## src/rtl/ecg_vlc_packer_pkg.sv

```systemverilog
// Shared types and constants for the ECG variable-length packer.
// Holds the FSM state enum, accumulator/word geometry and the zig-zag prefix code.
package ecg_vlc_packer_pkg;

    typedef enum logic [2:0] {
        ST_IDLE,
        ST_PREFIX,
        ST_S1,
        ST_S2,
        ST_S3,
        ST_S4
    } state_t;

    localparam int unsigned ACC_W      = 64;
    localparam int unsigned WORD_W     = 16;
    localparam int unsigned MAX_PREFIX = 21;

    // Out-of-range bits_req would overflow the 21-bit field; saturate the code.
    function automatic logic [4:0] zigzag(input logic [3:0] bits_req, input logic [3:0] pred);
        int d;
        int c;
        d = int'(bits_req) - int'(pred);
        c = (d >= 0) ? 2 * d : -2 * d - 1;
        if (c > int'(MAX_PREFIX) - 1) begin
            c = int'(MAX_PREFIX) - 1;
        end
        return 5'(c);
    endfunction

endpackage

```

## src/rtl/ecg_field_gen.sv

```systemverilog
// Combinational field builder: prefix or one sample field, left-aligned in MAX_PREFIX bits.
module ecg_field_gen
    import ecg_vlc_packer_pkg::*;
#(
    parameter int unsigned J = 10
) (
    input  state_t                state,
    input  logic [3:0][J-1:0]     group,
    input  logic [3:0]            s,
    input  logic [1:0]            ecgidx,
    input  logic [4:0]            code,
    output logic [MAX_PREFIX-1:0] field,
    output logic [4:0]            len
);

    logic [J-1:0]          smp;
    logic [J-1:0]          mag;
    logic [MAX_PREFIX-1:0] raw;

    always_comb begin
        field = '0;
        len   = '0;
        mag   = '0;
        raw   = '0;
        case (state)
            ST_S2:   smp = group[1];
            ST_S3:   smp = group[2];
            ST_S4:   smp = group[3];
            default: smp = group[0];
        endcase

        case (state)
            ST_PREFIX: begin
                field = ~({MAX_PREFIX{1'b1}} >> code);
                len   = code + 5'd1;
            end
            ST_S1, ST_S2, ST_S3, ST_S4: begin
                if (s != '0) begin
                    if (ecgidx == 2'd3) begin
                        raw   = MAX_PREFIX'(smp);
                        field = raw << (MAX_PREFIX - 32'(s));
                        len   = 5'(s);
                    end else begin
                        // Shifting the {magnitude, sign} pair drops magnitude bits above s.
                        mag   = smp[J-1] ? J'(-smp) : smp;
                        raw   = MAX_PREFIX'({mag, smp[J-1]});
                        field = raw << (MAX_PREFIX - 1 - 32'(s));
                        len   = 5'(s) + 5'd1;
                    end
                end
            end
            default: begin
                field = '0;
                len   = '0;
            end
        endcase
    end

endmodule

```

## src/rtl/ecg_vlc_packer.sv

```systemverilog
// Encodes one four-sample ECG group as zig-zag size prefix plus sample fields,
// packed MSB-first into 16-bit words through a 64-bit left-aligned accumulator.
module ecg_vlc_packer
    import ecg_vlc_packer_pkg::*;
#(
    parameter int unsigned J = 10
) (
    input  logic                clk,
    input  logic                rst_n,
    input  logic                in_valid,
    output logic                in_ready,
    input  logic signed [J-1:0] sample_1,
    input  logic signed [J-1:0] sample_2,
    input  logic signed [J-1:0] sample_3,
    input  logic signed [J-1:0] sample_4,
    input  logic [1:0]          ecgidx,
    input  logic [3:0]          bits_req,
    input  logic                slice_start,
    input  logic                flush,
    output logic                out_valid,
    input  logic                out_ready,
    output logic [WORD_W-1:0]   out_data
);

    state_t                state;
    state_t                state_nx;
    logic [ACC_W-1:0]      acc;
    logic [ACC_W-1:0]      acc_ae;
    logic [ACC_W-1:0]      field_ext;
    logic [6:0]            cnt;
    logic [6:0]            cnt_ae;
    logic                  flush_pend;
    logic [3:0]            pred [4];
    logic [3:0][J-1:0]     grp;
    logic [1:0]            ecg_l;
    logic [3:0]            s_l;
    logic [4:0]            code_l;
    logic [4:0]            code_in;
    logic [3:0]            pred_sel;
    logic [MAX_PREFIX-1:0] field;
    logic [4:0]            len;
    logic                  accept;
    logic                  emit;
    logic                  fits;
    logic                  append;

    ecg_field_gen #(.J(J)) u_field_gen (
        .state  (state),
        .group  (grp),
        .s      (s_l),
        .ecgidx (ecg_l),
        .code   (code_l),
        .field  (field),
        .len    (len)
    );

    // A flush on the handshake cycle is pended first, so it blocks that group.
    assign in_ready = (state == ST_IDLE) && !flush_pend && !flush;
    assign accept   = in_valid && in_ready;

    // Partial words wait for IDLE so a mid-group flush never splits a group.
    assign out_valid = (cnt >= 7'(WORD_W)) || (flush_pend && (cnt != '0) && (state == ST_IDLE));
    assign emit      = out_valid && out_ready;
    assign out_data  = acc[ACC_W-1 -: WORD_W];

    assign pred_sel = slice_start ? '0 : pred[ecgidx];
    assign code_in  = zigzag(bits_req, pred_sel);

    always_comb begin
        acc_ae = acc;
        cnt_ae = cnt;
        if (emit) begin
            acc_ae = acc << WORD_W;
            cnt_ae = (cnt >= 7'(WORD_W)) ? cnt - 7'(WORD_W) : '0;
        end
    end

    assign fits      = ({1'b0, cnt_ae} + 8'(len)) <= 8'(ACC_W);
    assign append    = (state != ST_IDLE) && fits;
    assign field_ext = {field, {(ACC_W - MAX_PREFIX){1'b0}}} >> cnt_ae;

    always_comb begin
        state_nx = state;
        case (state)
            ST_IDLE:   if (accept) state_nx = ST_PREFIX;
            ST_PREFIX: if (fits)   state_nx = ST_S1;
            ST_S1:     if (fits)   state_nx = ST_S2;
            ST_S2:     if (fits)   state_nx = ST_S3;
            ST_S3:     if (fits)   state_nx = ST_S4;
            ST_S4:     if (fits)   state_nx = ST_IDLE;
            default:               state_nx = ST_IDLE;
        endcase
    end

    always_ff @(posedge clk or negedge rst_n) begin
        if (!rst_n) begin
            state      <= ST_IDLE;
            acc        <= '0;
            cnt        <= '0;
            flush_pend <= 1'b0;
            pred       <= '{default: '0};
            grp        <= '0;
            ecg_l      <= '0;
            s_l        <= '0;
            code_l     <= '0;
        end else begin
            state <= state_nx;
            if (append) begin
                acc <= acc_ae | field_ext;
                cnt <= cnt_ae + 7'(len);
            end else begin
                acc <= acc_ae;
                cnt <= cnt_ae;
            end

            if (flush) begin
                flush_pend <= 1'b1;
            end else if ((state == ST_IDLE) && (cnt == '0)) begin
                flush_pend <= 1'b0;
            end

            if (accept) begin
                grp    <= {sample_4, sample_3, sample_2, sample_1};
                ecg_l  <= ecgidx;
                s_l    <= bits_req;
                code_l <= code_in;
                if (slice_start) begin
                    for (int unsigned i = 0; i < 4; i++) begin
                        pred[i] <= '0;
                    end
                end
                pred[ecgidx] <= bits_req;
            end
        end
    end

endmodule
```

## config.mk

```make
export PLATFORM = sky130hd
export DESIGN_NAME = ecg_vlc_packer
export DESIGN_NICKNAME = d
export VERILOG_FILES = /design/src/rtl/ecg_vlc_packer_pkg.sv /design/src/rtl/ecg_field_gen.sv /design/src/rtl/ecg_vlc_packer.sv
export SDC_FILE = /design/constraint.sdc
export NUM_CORES = 1
export LEC_CHECK = 0
export BUFFER_PORTS_ARGS = -buffer_cell sky130_fd_sc_hd__buf_2
export CORE_MARGIN = 5
export CORE_UTILIZATION = 60
export CTS_CLUSTER_SIZE = 40
export DETAILED_ROUTE_END_ITERATION = 6
export PLACE_DENSITY = 0.76
export SYNTH_ARGS = -nofsm -noshare
export SYNTH_HDL_FRONTEND = slang
export SYNTH_SLANG_ARGS = --single-unit
```

## constraint.sdc

```tcl
create_clock -name clk -period 13.05 [get_ports clk]
set_input_delay 3.2625 -clock clk [delete_from_list [all_inputs] [get_ports clk]]
set_output_delay 3.2625 -clock clk [all_outputs]
set_load 0.01 [all_outputs]
```

=== After elaboration in Yosys (flattened, before gate mapping) ===
Cells that the tools add are included.

* Bits in registers: 142
* Input port bits: 52
* Logic and storage cells: 104

* $add $sub $neg: 11
* Magnitude comparators: 6
* Equal/unequal tests: 12
* Shift operators: 4
* Mux-type cells: 33
* Bitwise gates (word level): 3
* Reduce and logical (&&, ||, !) cells: 20

{| class="wikitable"
|+ Operators with widths
! kind !! count
|-
| 64-bit two-way mux || 2
|-
| 64-bit OR || 1
|-
| 64-bit by 7-bit >> shifter with 64-bit output || 1
|-
| 21-bit two-way mux || 2
|-
| 21-bit case mux with 2 select lines || 1
|-
| 32-bit by 6-bit > comparator with 1-bit output, second input constant || 1
|-
| 16-bit two-way mux || 2
|-
| 32-bit two-way mux || 1
|-
| 10-bit by 32-bit << shifter with 21-bit output || 1
|-
| 11-bit by 32-bit << shifter with 21-bit output || 1
|-
| 32-bit by 2-bit subtractor with 32-bit output, second input constant || 1
|-
| 5-bit negation with 31-bit output || 1
|-
| 10-bit case mux with 3 select lines || 1
|-
| 7-bit two-way mux || 3
|-
| 21-bit NOT || 1
|-
| 21-bit by 5-bit >> shifter with 21-bit output, first input constant || 1
|-
| 3-bit two-way mux || 6
|-
| 3-bit case mux with 6 select lines || 1
|-
| 16-bit bitwise mux || 1
|-
| 4-bit two-way mux || 4
|-
| 5-bit two-way mux || 3
|-
| 2-bit != test, second input constant || 6
|-
| 5-bit by 4-bit subtractor with 6-bit output, first input constant || 2
|-
| 10-bit two-way mux || 1
|-
| other kinds (32) || 44
|}

=== Longest topological paths before layout ===
* Depth after elaboration: 11
* Depth in mapped cells: 29
* Mapped depth without buffers: 24

=== Hierarchy ===
A second synthesis with hierarchy kept.

* Cell total of the unflattened synthesis: 1485
* Area total of the unflattened synthesis: 11982.7 um^2

{| class="wikitable"
|+ Modules (own cells, without submodules)
! module !! instances !! cells an instance !! area an instance (um^2) !! seq. area each (um^2)
|-
| ecg_vlc_packer || 1 || 1027 || 9023.7 || 3553.4
|-
| ecg_field_gen || 1 || 458 || 2959.1 || 0.0
|}

=== Least setup slack after synthesis ===
OpenSTA, ideal clock, no wires.

* Path kind: input port to flip-flop
* Start point: input out_ready
* End point: register acc[23]
* Setup time: 83 ps
* Data arrival time: 7998 ps
* Required time: 12967 ps
* Slack: 4970 ps
* Cell stages on the path: 24
* Path buffers: 6
* Cell sequence: clkbuf_1 -> nand2_1 -> or2_1 -> clkbuf_1 -> nand2_1 -> clkbuf_1 -> inv_1 -> clkbuf_1 -> clkbuf_1 -> ha_1 -> nor2b_1 -> o21a_1 -> or3_1 -> a211oi_1 -> a21boi_0 -> o22ai_1 -> a31o_2 -> nand2_1 -> clkbuf_1 -> nor3_1 -> nand2_1 -> a2111oi_0 -> nor2_1 -> o21ai_0

* Word-level cells in the longest chain between the ends: 6
* Elaborated cells between the ends (all ways): 9
* Those cells by class: add/sub: 1; order compare: 1; shift: 1; mux: 3; bitwise: 1; reduce/logical: 2

{| class="wikitable"
|+ Ends and longest elaborated chain
! element !! RTL line !! RTL
|-
| from (decl) || ecg_vlc_packer.sv:21 || <nowiki>input logic out_ready,</nowiki>
|-
| 1-bit logical AND (*) || ecg_vlc_packer.sv:63 || <nowiki>assign emit = out_valid && out_ready;</nowiki>
|-
| 7-bit two-way mux || ecg_vlc_packer.sv:72 || <nowiki>if (emit) begin</nowiki>
|-
| 7-bit by 5-bit adder with 8-bit output || ecg_vlc_packer.sv:78 || <nowiki>assign fits = ({1'b0, cnt_ae} + 8'(len)) <= 8'(ACC_W);</nowiki>
|-
| 8-bit by 7-bit <= comparator with 1-bit output || ecg_vlc_packer.sv:78 ||
|-
| 1-bit logical AND || ecg_vlc_packer.sv:79 || <nowiki>assign append = (state != ST_IDLE) && fits;</nowiki>
|-
| 64-bit two-way mux (*) || ecg_vlc_packer.sv:108 || <nowiki>if (append) begin</nowiki>
|-
| to (signal assigned) || ecg_vlc_packer.sv:109 || <nowiki>acc <= acc_ae | field_ext;</nowiki>
|-
| to (decl) || ecg_vlc_packer.sv:27 || <nowiki>logic [ACC_W-1:0] acc;</nowiki>
|}

Every way passes the cells marked *; elsewhere a longest branch is shown, timed or not.
A chain may end at the register's enable or synchronous reset.

=== Worst setup path in the final report ===
* Start point: input out_ready
* End point: register acc[43]

The elaborated chain is that of the path after synthesis.

==> out/metrics.yaml <==
status: "finished, final reports clean"
cts_hold_buf: 0
fin_skew_ns: 0.0133
numCtsBuffers: 17
min_from: "grp[11]$_DFFE_PN0P_"
place_congestion: 1.04
post-dp-hpwl_um: 30900
synthArstFlopShare: 1.00
post_cts_resized: 0
cp_max_fo: 67
drive_gt1_frac: 0.126
htree_levels: 4
synth_edf_count: 0
yosysSeqAreaShare: 0.275
route.detailed.drc: 0
grt_pass1_wl_um: 67700
core_um2: 21100
met3_length_um: 4860
routed_wl_um: 42300
yosys_warnings: 0
post_cts_buffers: 0
ys_seq_elements: 142
wl_per_cell_um: 22.2
drt_first_iter_violations: 1828
min_period_ns: 8.59
die_w_um: 157
grt_max_degree: 73
synthesis.area_um2: 12900
diodes: 0
clock_latency_ns: 0.43
rsz0062_at_grt: "false"
rows: 53
nets: 1706
crit_path_start_kind: "input port"
synthDistinctLibCells: 113
grt_overflow_total: 0
rr_worst_depth: 25
cts_tree: "yes"
pin_count: 70
finalHoldViolations: 0
max_cap_viol_count: 0
slew_headroom: 0.189
crit_type: "in -> reg"
cts_sinks: 142
clk_pin_slew_ns: 0.07
n_fill_cell: 1873
first_pass_iters: 7
met1_length_um: 18100
holdPathStages: 2
synth_area_per_cell_um2: 7.86
ant_nets: 0
synth_ff_type: "dfrtp_1"
required_ns: 13.42
crit_arrival_ns: 8.96
clk_path_buf_depth: 2
grt_pass1_vias: 12400
io_buffers: 69
via_count: 13300
layout_worst_path_cycle_share: 0.658
vias_per_cell: 6.99
antenna_found_initial: 0
syn_nets: 1730
die-area_um2: 24600
min_path_type: "reg -> reg"
dr.max_layer_used: "met4"
drv_slew: 0
fmax_ghz: 0.116
finalSetupViolCount: 0
areaGrowthSynthToFinish_pct: 5.76
critPathLaunch: "out_ready"
dr_wl_met2_um: 18200
grt_use_total: 0.342
worst_pin_slew_ns: 1.22
reg2reg_from: "cnt[1]$_DFF_PN0_"
end_kind: "flop"
cts_root_buf: "clkbuf_16"
initial_core_util: 0.612
die_h_um: 157
setup_tns_ns: 0
netlist_instances: 1643
[worst max-delay path, stage by stage]
cell and delay, ns:
buf_2 0.16, nand2_2 0.07, buf_4 0.57, or2_1 0.27
nand2_1 0.07, buf_4 0.23, inv_1 0.56, ha_1 0.28
inv_1 0.06, fa_1 0.40, nor2b_1 0.13, o21a_1 0.13
o21ai_0 0.14, a211oi_1 0.31, a21boi_0 0.15, o22ai_1 0.14
a31o_2 0.17, nand2_1 0.28, or3_1 0.62, nor2_1 0.60
nand2_1 0.11, nand3_1 0.10, a221o_1 0.11
[cell usage after synthesis (all sizes together), types with 10 or more instances]
cell type    n  area share
or3         13      0.0071
dfrtp      142        0.28
a31oi       18      0.0092
and2        21       0.010
a221oi      17       0.012
xnor2       18       0.013
a21oi       72       0.031
nor2       161       0.047
a211oi      18       0.012
mux2        14       0.013
a22o        20       0.014
and3        12      0.0058
o2111ai     13      0.0093
ha          33       0.032
xor2        10      0.0068
inv         42       0.012
nand3       48       0.020
o21a        13      0.0082
buf         54       0.030
nand4       17      0.0082
nand2      297       0.087
o31ai       12      0.0070
a21o        15      0.0087
nand2b      17      0.0082
o221ai      27       0.018
clkbuf      82       0.024
o22ai       49       0.027
o21ai       87       0.035
o211ai      36       0.025
nor4        12      0.0058
nand4b      16       0.011
nor2b       14      0.0068
nor3        39       0.016
mux2i       47       0.036
a22oi       15      0.0087
[stage by stage]
| step | util | cell area (µm²) | setup slack (ns) | hold slack, ns | std cells |
|---|---|---|---|---|---|
| 3_3_place_gp | 0.621 | 13100 | 4.42 | 0.458 | 1875 |
| 3_5_place_dp | 0.621 | 13100 | 4.24 | 0.459 | 1875 |
| 5_1_grt | 0.648 | 13700 | 3.98 | 0.492 | 1907 |
| 2_1_floorplan | - | 12900 | 4.97 | 0.437 | 1643 |
| 6_report | 0.648 | 13700 | 4.46 | 0.476 | 1907 |
| 4_1_cts | 0.648 | 13700 | 4.60 | 0.477 | 1907 |
[cell usage in the layout, fill, tap and decap left out, types with 18 or more instances in the layout]
| cell type | n |
|---|---|
| a21oi_1 | 67 |
| a22o_1 | 20 |
| and2_1 | 18 |
| buf_2 | 68 |
| buf_4 | 24 |
| dfrtp_1 | 142 |
| ha_1 | 33 |
| inv_1 | 40 |
| mux2i_1 | 46 |
| nand2_1 | 295 |
| nand3_1 | 46 |
| nor2_1 | 161 |
| nor3_1 | 38 |
| o211ai_1 | 28 |
| o21ai_0 | 73 |
| o221ai_1 | 27 |
| o22ai_1 | 44 |
[routing by layer]
layer | GRT usage | vias to the layer above
li1 | - | 6038
met1 | 0.506 | 6328
met2 | 0.502 | 865
met3 | 0.0749 | 106
met4 | 0.101 | 0
met5 | 0 | -
[sequential cells by signal (all words and copies together), names as in the netlist]
| signal | flops |
|---|---|
| ecg_l | 2 |
| cnt | 7 |
| code_l | 5 |
| s_l | 4 |
| state | 3 |
| pred | 16 |
| flush_pend | 1 |
| grp | 40 |
| acc | 64 |
[cells by family after synthesis]
family          count (synthesis)  synth area share
fa+ha+maj                      35            0.0351
mux                            68            0.0614
xor+xnor                       28            0.0196
buf+inv                       180            0.0670
flops                         142             0.275
simple gates                  688             0.246
compound gates                502             0.296
[area by class of cell]
cell class,instances,area (µm²),area share
Timing Repair Buffer,93,532,0.0389
Clock buffer,17,425,0.0311
Tap cell,275,344,0.0252
Sequential cell,142,3550,0.260
Clock inverter,15,133,0.00971
Multi-Input combinational cell,1321,8500,0.623
Inverter,44,168,0.0123
[final timing paths]
check	to	slack [ns]
min	grp[11]$_DFFE_PN0P_	0.48
min reg2reg	grp[11]$_DFFE_PN0P_	0.48
max reg2reg	acc[43]$_DFF_PN0_	5.91
min in group asynchronous	grp[28]$_DFFE_PN0P_	2.83
max	acc[43]$_DFF_PN0_	4.46
max in group asynchronous	acc[41]$_DFF_PN0_	8.81
Power is left out: the tool's default activity adds up to more than one toggle a clock period on the data nets, which glitch-free logic cannot reach.
